--- src/rtl/fxp_calc.sv ---
// Fixed-point requantizer: aligns the binary point, floors the discarded bits and
// clamps to the output range. One-cycle registered latency.
package fxp_pkg;
  typedef enum logic {INT, FXP} dtype_t;

  typedef struct packed {
    dtype_t      dtype;
    logic        sign;
    int unsigned prec;
    int unsigned frac;
  } dconf_t;
endpackage

module fxp_calc #(
  parameter fxp_pkg::dconf_t I_CONF = '{dtype: fxp_pkg::FXP, sign: 1'b1, prec: 16, frac: 4},
  parameter fxp_pkg::dconf_t O_CONF = '{dtype: fxp_pkg::FXP, sign: 1'b1, prec: 8,  frac: 3}
) (
  input  logic                   clk,
  input  logic                   reset,
  input  logic                   in_valid,
  input  logic [I_CONF.prec-1:0] in,
  output logic                   out_valid,
  output logic [O_CONF.prec-1:0] out,
  output logic                   ovf,
  output logic                   udf,
  output logic                   rounded
);
  localparam int unsigned IP = I_CONF.prec;
  localparam int unsigned OP = O_CONF.prec;
  localparam int unsigned IF = (I_CONF.dtype == fxp_pkg::FXP) ? I_CONF.frac : 0;
  localparam int unsigned OF = (O_CONF.dtype == fxp_pkg::FXP) ? O_CONF.frac : 0;
  localparam int          D  = int'(IF) - int'(OF);
  localparam int unsigned LS = (D < 0) ? unsigned'(-D) : 0;
  localparam int unsigned RS = (D > 0) ? unsigned'(D) : 0;
  // Two spare bits: one so unsigned inputs stay non-negative, one of headroom for the range compare.
  localparam int unsigned W  = ((IP + LS > OP) ? IP + LS : OP) + 2;

  localparam logic signed [W-1:0] OMAX = O_CONF.sign ? (W'(1) << (OP - 1)) - W'(1)
                                                     : (W'(1) << OP) - W'(1);
  localparam logic signed [W-1:0] OMIN = O_CONF.sign ? -(W'(1) << (OP - 1)) : '0;

  logic signed [W-1:0] ext;
  logic signed [W-1:0] aligned;
  logic                lost;
  logic [OP-1:0]       nxt_out;
  logic                nxt_ovf;
  logic                nxt_udf;
  logic                nxt_rnd;

  always_comb begin
    ext     = {{(W - IP){in[IP-1] & I_CONF.sign}}, in};
    aligned = (ext <<< LS) >>> RS;
    // Shifting back and comparing detects any nonzero discarded bit, including RS >= W.
    lost    = ((aligned <<< RS) != (ext <<< LS));
    nxt_out = aligned[OP-1:0];
    nxt_ovf = 1'b0;
    nxt_udf = 1'b0;
    nxt_rnd = 1'b0;
    if (aligned > OMAX) begin
      nxt_out = OMAX[OP-1:0];
      nxt_ovf = 1'b1;
    end else if (aligned < OMIN) begin
      nxt_out = OMIN[OP-1:0];
      nxt_udf = 1'b1;
    end else begin
      nxt_rnd = lost;
    end
  end

  always_ff @(posedge clk) begin
    if (reset) begin
      out_valid <= 1'b0;
      out       <= '0;
      ovf       <= 1'b0;
      udf       <= 1'b0;
      rounded   <= 1'b0;
    end else begin
      out_valid <= in_valid;
      if (in_valid) begin
        out     <= nxt_out;
        ovf     <= nxt_ovf;
        udf     <= nxt_udf;
        rounded <= nxt_rnd;
      end
    end
  end
endmodule

--- config.mk ---
export PLATFORM = sky130hd
export DESIGN_NAME = fxp_calc
export DESIGN_NICKNAME = d
export VERILOG_FILES = /design/src/rtl/fxp_calc.sv
export SDC_FILE = /design/constraint.sdc
export NUM_CORES = 1
export LEC_CHECK = 0
export ABC_AREA = 1
export CORE_MARGIN = 8
export CORE_UTILIZATION = 30
export DETAILED_ROUTE_END_ITERATION = 8
export HOLD_SLACK_MARGIN = 0.05
export MAX_ROUTING_LAYER = met4
export PLACE_DENSITY = 0.65
export REMOVE_ABC_BUFFERS = 1
export SLEW_MARGIN = 30
export SYNTH_ARGS = -nofsm -noshare
export SYNTH_HDL_FRONTEND = slang
export SYNTH_SLANG_ARGS = --single-unit
--- constraint.sdc ---
create_clock -name clk -period 2.8 [get_ports clk]
set_clock_uncertainty 0.15 [all_clocks]
set_input_delay 0.56 -clock clk [delete_from_list [all_inputs] [get_ports clk]]
set_output_delay 0.56 -clock clk [all_outputs]
set_load 0.02 [all_outputs]
---- Word level (Yosys, flattened, before mapping) ----
Cells that the tools add are included.
word-level totals
  register bits after elaboration ......... 12
  output and inout port bits .............. 12
operators by class
  magnitude comparators ................... 2
  mux-type cells .......................... 7
operator list
  kind                 number
  $mux 8               2
  $gt 15x8->1 const B  1
  $lt 15x8->1 const B  1
  $mux 1               5

---- Longest topological paths before layout ----
Gate-level depths: netlist of run 1.
  depth in word-level cells ............... 3
  mapped depth ............................ 7
  depth with buffers taken out ............ 7

---- Worst setup path after synthesis of run 1 ----
No wires, ideal clock.
  kind .................................... input to register
  start point ............................. in in_valid
  end point ............................... reg out[0]
  buffers on the path ..................... 1
  arrival time ............................ 1117 ps
  cell stages on the path ................. 4
  setup slack ............................. 1417 ps
  library setup time ...................... 116 ps
  cell sequence ........................... clkbuf_1 or2_2 nand2_1 a21oi_1
RTL lines
  what                  RTL line  text
  start, declared       20        input logic in_valid,
  end signal, assigned  80        out <= nxt_out;
  end, declared         23        output logic [O_CONF.prec-1:0] out,

---- Worst setup path in the final report of run 1 ----
  start point ............................. reg ovf
  end point ............................... out ovf
RTL lines
  what                    RTL line  text
  start, declared         24        output logic ovf,
  start signal, assigned  81        ovf <= nxt_ovf;
No word-level cell between the ends.

==> PnR_summary.wiki, run 1 <==
{| class="wikitable"
! Metric !! Value
|-
| Ordered cell list for the critical path || clkdlybuf4s50_1
|-
| Maximum clock frequency || 0.523 GHz
|-
| Compound-cell area share of the yosys netlist || 0.161
|-
| Synth cell count leaders || 23 x nand2_1, 12 x dfxtp_1, 9 x a21oi_1, 9 x nor2_1, 7 x or2_2
|-
| Actual slew at the worst max-slew pin || 0.400 ns
|-
| Setup bufs post-CTS || 0
|-
| Count of cell types in the netlist || 14
|-
| Most frequent cell after synthesis || nand2_1
|-
| Hold buffers post-CTS || 0
|-
| CP required || 2.09 ns
|-
| Count of pins over their slew limit || 0
|-
| CP startpoint kind || flip-flop
|-
| Crit path max-delay family || buffers and inverters
|-
| Post-detailed-route via-to-cell ratio || 4.50
|-
| Number of failing setup endpoints in the final timing report || 0
|-
| Resized cells post-CTS || 0
|-
| Post-place instance area || 838 um^2
|-
| Vias in the first global route || 511
|-
| Maximum fanout encountered on the critical timing path || 2
|-
| Share of the synthesized area in the top cell type || 0.455
|-
| Final period utilization || 0.683
|-
| Core area || 1690 um^2
|-
| IR drop worst, VDD || 0.000314 V
|-
| Area growth syn-to-layout || 63.0%
|-
| Sum of overflow across all layers after global routing || 0
|-
| Diode count || 0
|-
| Hold Path Cell Cnt || 2
|-
| Post-synthesis xor/xnor area fraction || 0
|-
| CTS root buffer || clkbuf_4
|-
| Largest family of logic cells by synthesized area || simple AND/OR/NAND/NOR gates
|-
| Skew-Pair Late Insertion Delay || 0.26 ns
|-
| Ratio of total power to cell area || 448 nW/um^2
|-
| Worst path depth || 1
|-
| Share of synthesized registers carrying an async set or reset || 0
|-
| Proportion of synthesized area in mux cells || 0
|-
| Number of antenna violations at the first check in global routing || 0
|-
| Synth Area in Simple Gates || 0.334
|-
| Syn Inst Count || 72
|-
| Wire length of the first global-routing pass || 2260 um
|-
| First DRT Iteration DRCs || 10
|-
| Height of the chip || 58.0 um
|-
| Number of buffers added on ports || 30
|-
| Final critical path time including I/O delays and setup || 1.91 ns
|-
| Die area || 3360 um^2
|-
| Number of register bits inferred by synthesis || 12
|-
| Sum of net half-perimeters after detailed placement || 1140 um
|-
| Leak || 0.366 nW
|-
| Top-level I/O count || 31
|-
| H-tree depth || 1
|-
| Register area share after synthesis || 0.455
|-
| Number of core rows || 15
|-
| Number of iterations in the first detailed-routing pass || 4
|-
| RSZ-0062 raised after global routing || no
|-
| Predominant post-synthesis flop cell || dfxtp_1
|-
| Average cell area after synthesis || 7.33 um^2
|-
| # fillers || 163
|-
| Chip width || 58.0 um
|-
| Relative max-transition margin || 0.732
|-
| CTS tree || yes
|-
| Worst Path Arrival || 1.20 ns
|-
| Final-layout setup total negative slack || 0 ns
|-
| Worst hold slack across all endpoints || 0.319 ns
|-
| Maximum number of pins on one net before global-route repair || 13
|-
| Initial core utilization || 0.313
|-
| Global placer's final weighted congestion || 0.719
|-
| Count of max-cap constraint violations || 0
|-
| Worst min path class || flip-flop to flip-flop
|-
| Largest area contributor in the netlist || dfxtp_1
|-
| Cell count after placement || 117
|-
| Filler-free cell count of the finished design || 120
|-
| Routed wire length || 1400 um
|-
| Number of sinks driven by the clock tree || 12
|-
| Post-synth EDFFs || 0
|-
| Routed wire length per instance || 11.7 um
|-
| Slowest stage delay, CP || 0.61 ns
|-
| Biggest area contributors in the synthesized netlist || dfxtp_1 45%, nand2_1 16%, a21oi_1 8.5%
|-
| Share of post-route cells with drive strength above 1 || 0.136
|-
| Outcome || complete, no violations
|-
| Count of nets after finishing || 124
|-
| Slack of the worst reg-to-reg path || 1.82 ns
|-
| Max clock buf depth || 2
|-
| Number of buffers created by CTS || 3
|-
| Post-Synth Adder-Cell Area || 0
|-
| Number of warnings printed during yosys synthesis || 0
|-
| Count of nets left with antenna violations after detail routing || 0
|-
| Hold violation count in the final report || 0
|-
| DRC errors left || 0
|-
| Endpoint class of the critical path || output pin
|-
| Cells on worst reg2reg path || 3
|-
| Critical path's slowest cell || clkdlybuf4s50_1
|-
| Post-synthesis instance area || 528 um^2
|-
| Crit path buffers/inverters || 1
|-
| All-layer global routing usage || 0.0882
|-
| Clock transition at the registers of the reported paths || 0.06 ns
|-
| Cell area after layout || 861 um^2
|-
| Category of the most critical setup path || flip-flop to output pin
|-
| Number of vias in the routed layout || 540
|}
power breakdown:
part	leakage, nW	switching (mW)	internal (mW)	total (mW)
Sequential	0.0998	0.00488	0.183	0.188
Combinational	0.252	0.0451	0.0561	0.101
Clock	0.0138	0.0475	0.0495	0.0969
Total	0.366	0.0975	0.288	0.386
through the flow:
stage / utilization / total power, mW / worst slack (ns)
floorplan: - / 0.234 / 1.42
global placement: 0.496 / 0.293 / 0.690
detailed placement: 0.496 / 0.294 / 0.642
CTS: 0.510 / 0.392 / 0.870
global route: 0.510 / 0.412 / 0.760
finish: 0.510 / 0.386 / 0.887
layout make-up:
type	count	area, um^2	area share
multi-input combinational	54	262	0.304
tap	17	21.3	0.0247
inverter	4	15.0	0.0174
clock buffer	3	22.5	0.0262
sequential	12	240	0.279
timing repair buffer	30	300	0.349
kinds of logic (layout without fill, tap and decap cells):
logic type             after synthesis  after routing
flip-flops                          12             12
buffers and inverters                6             37
AND/OR/NAND/NOR                     41             41
AO/OA/AOI/OAI                       13             13
cell usage in the layout (no fill, tap or decap):
cell type / instances
clkdlybuf4s50_1: 30
nand2_1: 23
dfxtp_1: 12
nor2_1: 9
a21oi_1: 9
or2_2: 7
inv_1: 4
clkbuf_4: 3
o21ai_2: 1
o211a_1: 1
o21ai_0: 1
nor2_2: 1
nand2_2: 1
a21oi_4: 1
state kept, by name, indices dropped and copies added, names as in the netlist:
register	count
udf	1
ovf	1
out_valid	1
out	8
rounded	1
path summary, 6_finish.rpt:
| check | from | endpoint |
|---|---|---|
| min | rounded$_SDFFE_PP0P_ | rounded$_SDFFE_PP0P_ |
| max reg2reg | out[3]$_SDFFE_PP0P_ | out[3]$_SDFFE_PP0P_ |
| min reg2reg | rounded$_SDFFE_PP0P_ | rounded$_SDFFE_PP0P_ |
| max | ovf$_SDFFE_PP0P_ | ovf |
per-layer routing:
metal | wire, um | track usage
met5 | 0 | -
met4 | 16 | 0.0315
met3 | 82 | 0.0442
met2 | 738 | 0.150
met1 | 566 | 0.0850
Power figures use the tool's default switching activity.
==> run 2, diff against run 1 <==
Clock period 2.8 ns to 1.9 ns, I/O delays scaled along.
==> run 2 against run 1 <==
Sequential power increased by 47%. Critical path depth unchanged. Sequential share of layout area decreased by 0.71 points. Final area increased by 2.6%. Combinational power increased by 52%. Clock power increased by 54%. Worst setup slack got worse by 0.73 ns. Largest cell class unchanged. Hold slack got worse by 0.012 ns. First-iteration DRC count decreased by 10%. Clock-buffer cell count unchanged.
==> PnR_summary.wiki, run 2 (synthesis results as in run 1) <==
{| class="wikitable"
! Metric !! Value
|-
| Category of the most critical setup path || flip-flop to output pin
|-
| Count of pins over their slew limit || 0
|-
| Portion of total power attributed to combinational logic || 0.266
|-
| Filler-free cell count of the finished design || 123
|-
| Top register by number of flip-flops || out
|-
| CTS root buffer || clkbuf_4
|-
| Global placer's final weighted congestion || 0.757
|-
| Count of nets left with antenna violations after detail routing || 0
|-
| Critical path's slowest cell || clkdlybuf4s50_1
|-
| Maximum number of pins on one net before global-route repair || 10
|-
| Routed wire length per instance || 12.2 um
|-
| Actual slew at the worst max-slew pin || 0.338 ns
|-
| Routed wire length || 1510 um
|-
| Diode count || 0
|-
| Number of antenna violations at the first check in global routing || 0
|-
| CTS tree || yes
|-
| Met1 global-route usage || 0.0928
|-
| DRC errors left || 0
|-
| Number of sinks driven by the clock tree || 12
|-
| Chip width || 58.0 um
|-
| Final period utilization || 0.918
|-
| Area growth syn-to-layout || 67.3%
|-
| Top-level I/O count || 31
|-
| Endpoint class of the critical path || output pin
|-
| Number of vias in the routed layout || 558
|-
| Vias in the first global route || 544
|-
| Maximum clock frequency || 0.574 GHz
|-
| Slowest stage delay, CP || 0.61 ns
|-
| Ordered cell list for the critical path || clkdlybuf4s50_1
|-
| Wire length of the first global-routing pass || 2530 um
|-
| CP startpoint kind || flip-flop
|-
| Fraction of power spent switching nets || 0.260
|-
| Relative contribution of sequential cells to total power || 0.477
|-
| Count of max-cap constraint violations || 0
|-
| Number of iterations in the first detailed-routing pass || 4
|-
| Net switching power || 0.151 mW
|-
| Met3 track demand over resource in global routing || 0.0486
|-
| First DRT Iteration DRCs || 9
|-
| Ratio of total power to cell area || 657 nW/um^2
|-
| Skew-Pair Late Insertion Delay || 0.27 ns
|-
| Worst min path class || flip-flop to flip-flop
|-
| Number of core rows || 15
|-
| Hold violation count in the final report || 0
|-
| Post-detailed-route via-to-cell ratio || 4.54
|-
| Post-place instance area || 861 um^2
|-
| Cell count after placement || 120
|-
| Crit path max-delay family || buffers and inverters
|-
| Final-layout setup total negative slack || 0 ns
|-
| Max clock buf depth || 2
|-
| Number of buffers created by CTS || 3
|-
| Number of failing setup endpoints in the final timing report || 0
|-
| Sum of net half-perimeters after detailed placement || 1210 um
|-
| Maximum fanout encountered on the critical timing path || 2
|-
| Flip-flop count of the largest register, all copies and words added || 8
|-
| Initial core utilization || 0.313
|-
| Most crowded layer after global routing || met2
|-
| Cell area after layout || 883 um^2
|-
| CP required || 1.37 ns
|-
| Leak || 0.380 nW
|-
| IR drop worst, VDD || 0.000324 V
|-
| Part of the power in the clock network || 0.257
|-
| Final standard cell utilization of the core || 0.523
|-
| Crit path buffers/inverters || 1
|-
| Setup bufs post-CTS || 0
|-
| Worst hold slack across all endpoints || 0.307 ns
|-
| Leading cell type in the layout, fill and taps excluded || clkdlybuf4s50_1
|-
| Sum of overflow across all layers after global routing || 0
|-
| GR met2 Demand/Resource || 0.177
|-
| Die area || 3360 um^2
|-
| H-tree depth || 1
|-
| Number of buffers added on ports || 30
|-
| Hold buffers post-CTS || 0
|-
| Clock transition at the registers of the reported paths || 0.07 ns
|-
| Outcome || complete, no violations
|-
| Worst Path Arrival || 1.21 ns
|-
| Final critical path time including I/O delays and setup || 1.74 ns
|-
| Height of the chip || 58.0 um
|-
| Resized cells post-CTS || 0
|-
| Share of post-route cells with drive strength above 1 || 0.160
|-
| Count of nets after finishing || 127
|-
| Relative max-transition margin || 0.775
|-
| Design internal power || 0.429 mW
|-
| Most used cells in the layout excluding fill and tap cells || 30 x clkdlybuf4s50_1, 23 x nand2_1, 12 x dfxtp_1
|-
| All-layer global routing usage || 0.101
|-
| RSZ-0062 raised after global routing || no
|-
| Core area || 1690 um^2
|}
## run 2: routing by layer
layer	share of wire	vias to the layer above
li1	-	297
met1	0.38	244
met2	0.54	15
met3	0.065	2
met4	0.019	0
met5	0	-
## run 2: power groups by stage
stage / Sequential [mW] / Combinational, mW / Clock (mW)
floorplan: 0.304 / 0.0407 / 0
global placement: 0.282 / 0.155 / 0
detailed placement: 0.283 / 0.155 / 0
CTS: 0.277 / 0.156 / 0.157
global route: 0.279 / 0.168 / 0.175
finish: 0.277 / 0.154 / 0.149
## run 2: final timing paths
path                  startpoint             endpoint  slack [ns]  cells past startpoint
max          out[1]$_SDFFE_PP0P_               out[1]        0.16                      1
min          out[7]$_SDFFE_PP0P_  out[7]$_SDFFE_PP0P_        0.31                      2
max reg2reg  out[3]$_SDFFE_PP0P_  out[3]$_SDFFE_PP0P_        0.93                      3
min reg2reg  out[7]$_SDFFE_PP0P_  out[7]$_SDFFE_PP0P_        0.31                      2
## run 2: final cells by class
class                      instances  area (um^2)
fill                             154          806
inverter                           4         15.0
tap                               17         21.3
timing repair buffer              33          323
multi-input combinational         54          262
sequential                        12          240
clock buffer                       3         22.5
## run 2: per-stage QoR
stage	total power, mW	setup WS [ns]
after global placement	0.437	0.0852
after floorplan	0.345	0.703
after CTS	0.590	0.144
after detailed placement	0.438	0.0829
final	0.580	0.157
after global routing	0.622	0.100
==> run 3, diff against run 2 <==
Settings changed: PLACE_DENSITY 0.65 to 0.7.
==> run 3 against run 2 <==
Fmax is 1.4% lower. Core utilization is 0.37 points higher. Die area stayed put. Total power is 8.7% higher. Sequential share of layout area is 0.19 points lower.
==> PnR_summary.wiki, run 3 (synthesis results as in run 1) <==
{| class="wikitable"
! Metric !! Value
|-
| IR drop worst, VDD || 0.000357 V
|-
| Global placer's final weighted congestion || 0.744
|-
| Number of vias in the routed layout || 558
|-
| Slack of the worst reg-to-reg path || 0.93 ns
|-
| CTS root buffer || clkbuf_4
|-
| Sum of net half-perimeters after detailed placement || 1230 um
|-
| Final period utilization || 0.930
|-
| Routed wire length per instance || 12.2 um
|-
| CP required || 1.37 ns
|-
| Vias in the first global route || 640
|-
| Initial core utilization || 0.313
|-
| Skew-Pair Late Insertion Delay || 0.27 ns
|-
| Height of the chip || 58.0 um
|-
| Post-place instance area || 853 um^2
|-
| Actual slew at the worst max-slew pin || 0.348 ns
|-
| Worst Path Arrival || 1.24 ns
|-
| Wire length of the first global-routing pass || 2580 um
|-
| Hold Path Sink || rounded$_SDFFE_PP0P_
|-
| First DRT Iteration DRCs || 8
|-
| Overall Power || 0.630 mW
|-
| Top register by number of flip-flops || out
|-
| Number of buffers created by CTS || 3
|-
| Die area || 3360 um^2
|-
| Worst path depth || 1
|-
| Top-level I/O count || 31
|-
| Post-detailed-route via-to-cell ratio || 4.54
|-
| Count of max-cap constraint violations || 0
|-
| Maximum fanout encountered on the critical timing path || 2
|-
| Maximum number of pins on one net before global-route repair || 12
|-
| RSZ-0062 raised after global routing || no
|-
| Final-layout setup total negative slack || 0 ns
|-
| All-layer global routing usage || 0.100
|-
| Outcome || complete, no violations
|-
| Resized cells post-CTS || 0
|-
| Endpoint class of the critical path || output pin
|-
| Count of pins over their slew limit || 0
|-
| Area growth syn-to-layout || 68.5%
|-
| Number of antenna violations at the first check in global routing || 0
|-
| Leak || 0.383 nW
|-
| H-tree depth || 1
|-
| Hold buffers post-CTS || 0
|-
| Hold Path Cell Cnt || 2
|-
| Final standard cell utilization of the core || 0.527
|-
| Number of buffers added on ports || 30
|-
| Core area || 1690 um^2
|-
| Cells on worst reg2reg path || 3
|-
| Startpoint of the worst setup timing path || out[6]$_SDFFE_PP0P_
|-
| Slowest stage delay, CP || 0.62 ns
|-
| Setup bufs post-CTS || 0
|-
| Leading cell type in the layout, fill and taps excluded || clkdlybuf4s50_1
|-
| Number of core rows || 15
|-
| Share of post-route cells with drive strength above 1 || 0.160
|-
| Critical path's slowest cell || clkdlybuf4s50_1
|-
| Count of nets left with antenna violations after detail routing || 0
|-
| Relative max-transition margin || 0.768
|-
| Final critical path time including I/O delays and setup || 1.77 ns
|-
| Ordered cell list for the critical path || clkdlybuf4s50_1
|-
| Maximum clock frequency || 0.566 GHz
|-
| Crit path buffers/inverters || 1
|-
| CTS tree || yes
|-
| Sum of overflow across all layers after global routing || 0
|-
| Chip width || 58.0 um
|-
| Count of nets after finishing || 126
|-
| Flip-flop count of the largest register, all copies and words added || 8
|-
| Clock transition at the registers of the reported paths || 0.07 ns
|-
| Cell area after layout || 890 um^2
|-
| Max clock buf depth || 2
|-
| Ratio of total power to cell area || 709 nW/um^2
|-
| Diode count || 0
|-
| Hold violation count in the final report || 0
|-
| Routed wire length || 1500 um
|-
| Most used cells in the layout excluding fill and tap cells || 30 x clkdlybuf4s50_1, 23 x nand2_1, 12 x dfxtp_1
|-
| Category of the most critical setup path || flip-flop to output pin
|-
| Reg2reg end || out[6]$_SDFFE_PP0P_
|-
| Worst min path class || flip-flop to flip-flop
|-
| R2R Path Start || out[6]$_SDFFE_PP0P_
|-
| Number of failing setup endpoints in the final timing report || 0
|-
| Startpoint of the most critical hold path || rounded$_SDFFE_PP0P_
|-
| Number of sinks driven by the clock tree || 12
|-
| Number of iterations in the first detailed-routing pass || 4
|-
| CP startpoint kind || flip-flop
|-
| Crit path max-delay family || buffers and inverters
|-
| DRC errors left || 0
|}
==> run 3: final cells by class <==
cell class	count	area (um^2)
fillers	166	800
well taps	17	21.3
clock buffers	4	36.3
inverters	4	15.0
flip-flops and latches	12	240
multi-input cells	54	262
repair buffers	32	315
==> run 3: where the power goes <==
part	switching (mW)	total (mW)	internal, mW	leakage (nW)
Clock	0.0843	0.201	0.116	0.0210
Combinational	0.0673	0.153	0.0854	0.262
Sequential	0.00793	0.277	0.269	0.0998
==> run 3: through the flow <==
step                      hold slack [ns]  instances  setup slack, ns
after global placement              0.299        119            0.109
after detailed placement            0.310        119           0.0521
after floorplan                     0.299         70            0.703
after global routing                0.356        123           0.0939
final                               0.329        123            0.132
after CTS                           0.335        123            0.126
==> run 3: layer usage <==
layer	track usage	vias to the layer above	share of wire	wire, um
met2	0.193	9	0.56	843
met3	0.0221	2	0.034	51
met1	0.0851	255	0.39	579
met5	-	-	0	0
met4	0.0629	0	0.016	24
li1	-	292	-	-
==> run 3: worst max-delay path by stage <==
stage,endpoint,slack [ns]
floorplan,out[0]$_SDFFE_PP0P_,0.70
global placement,out[3]$_SDFFE_PP0P_,0.11
detailed placement,out[6]$_SDFFE_PP0P_,0.05
CTS,out[6],0.13
global route,out[7],0.09
finish,out[6],0.13
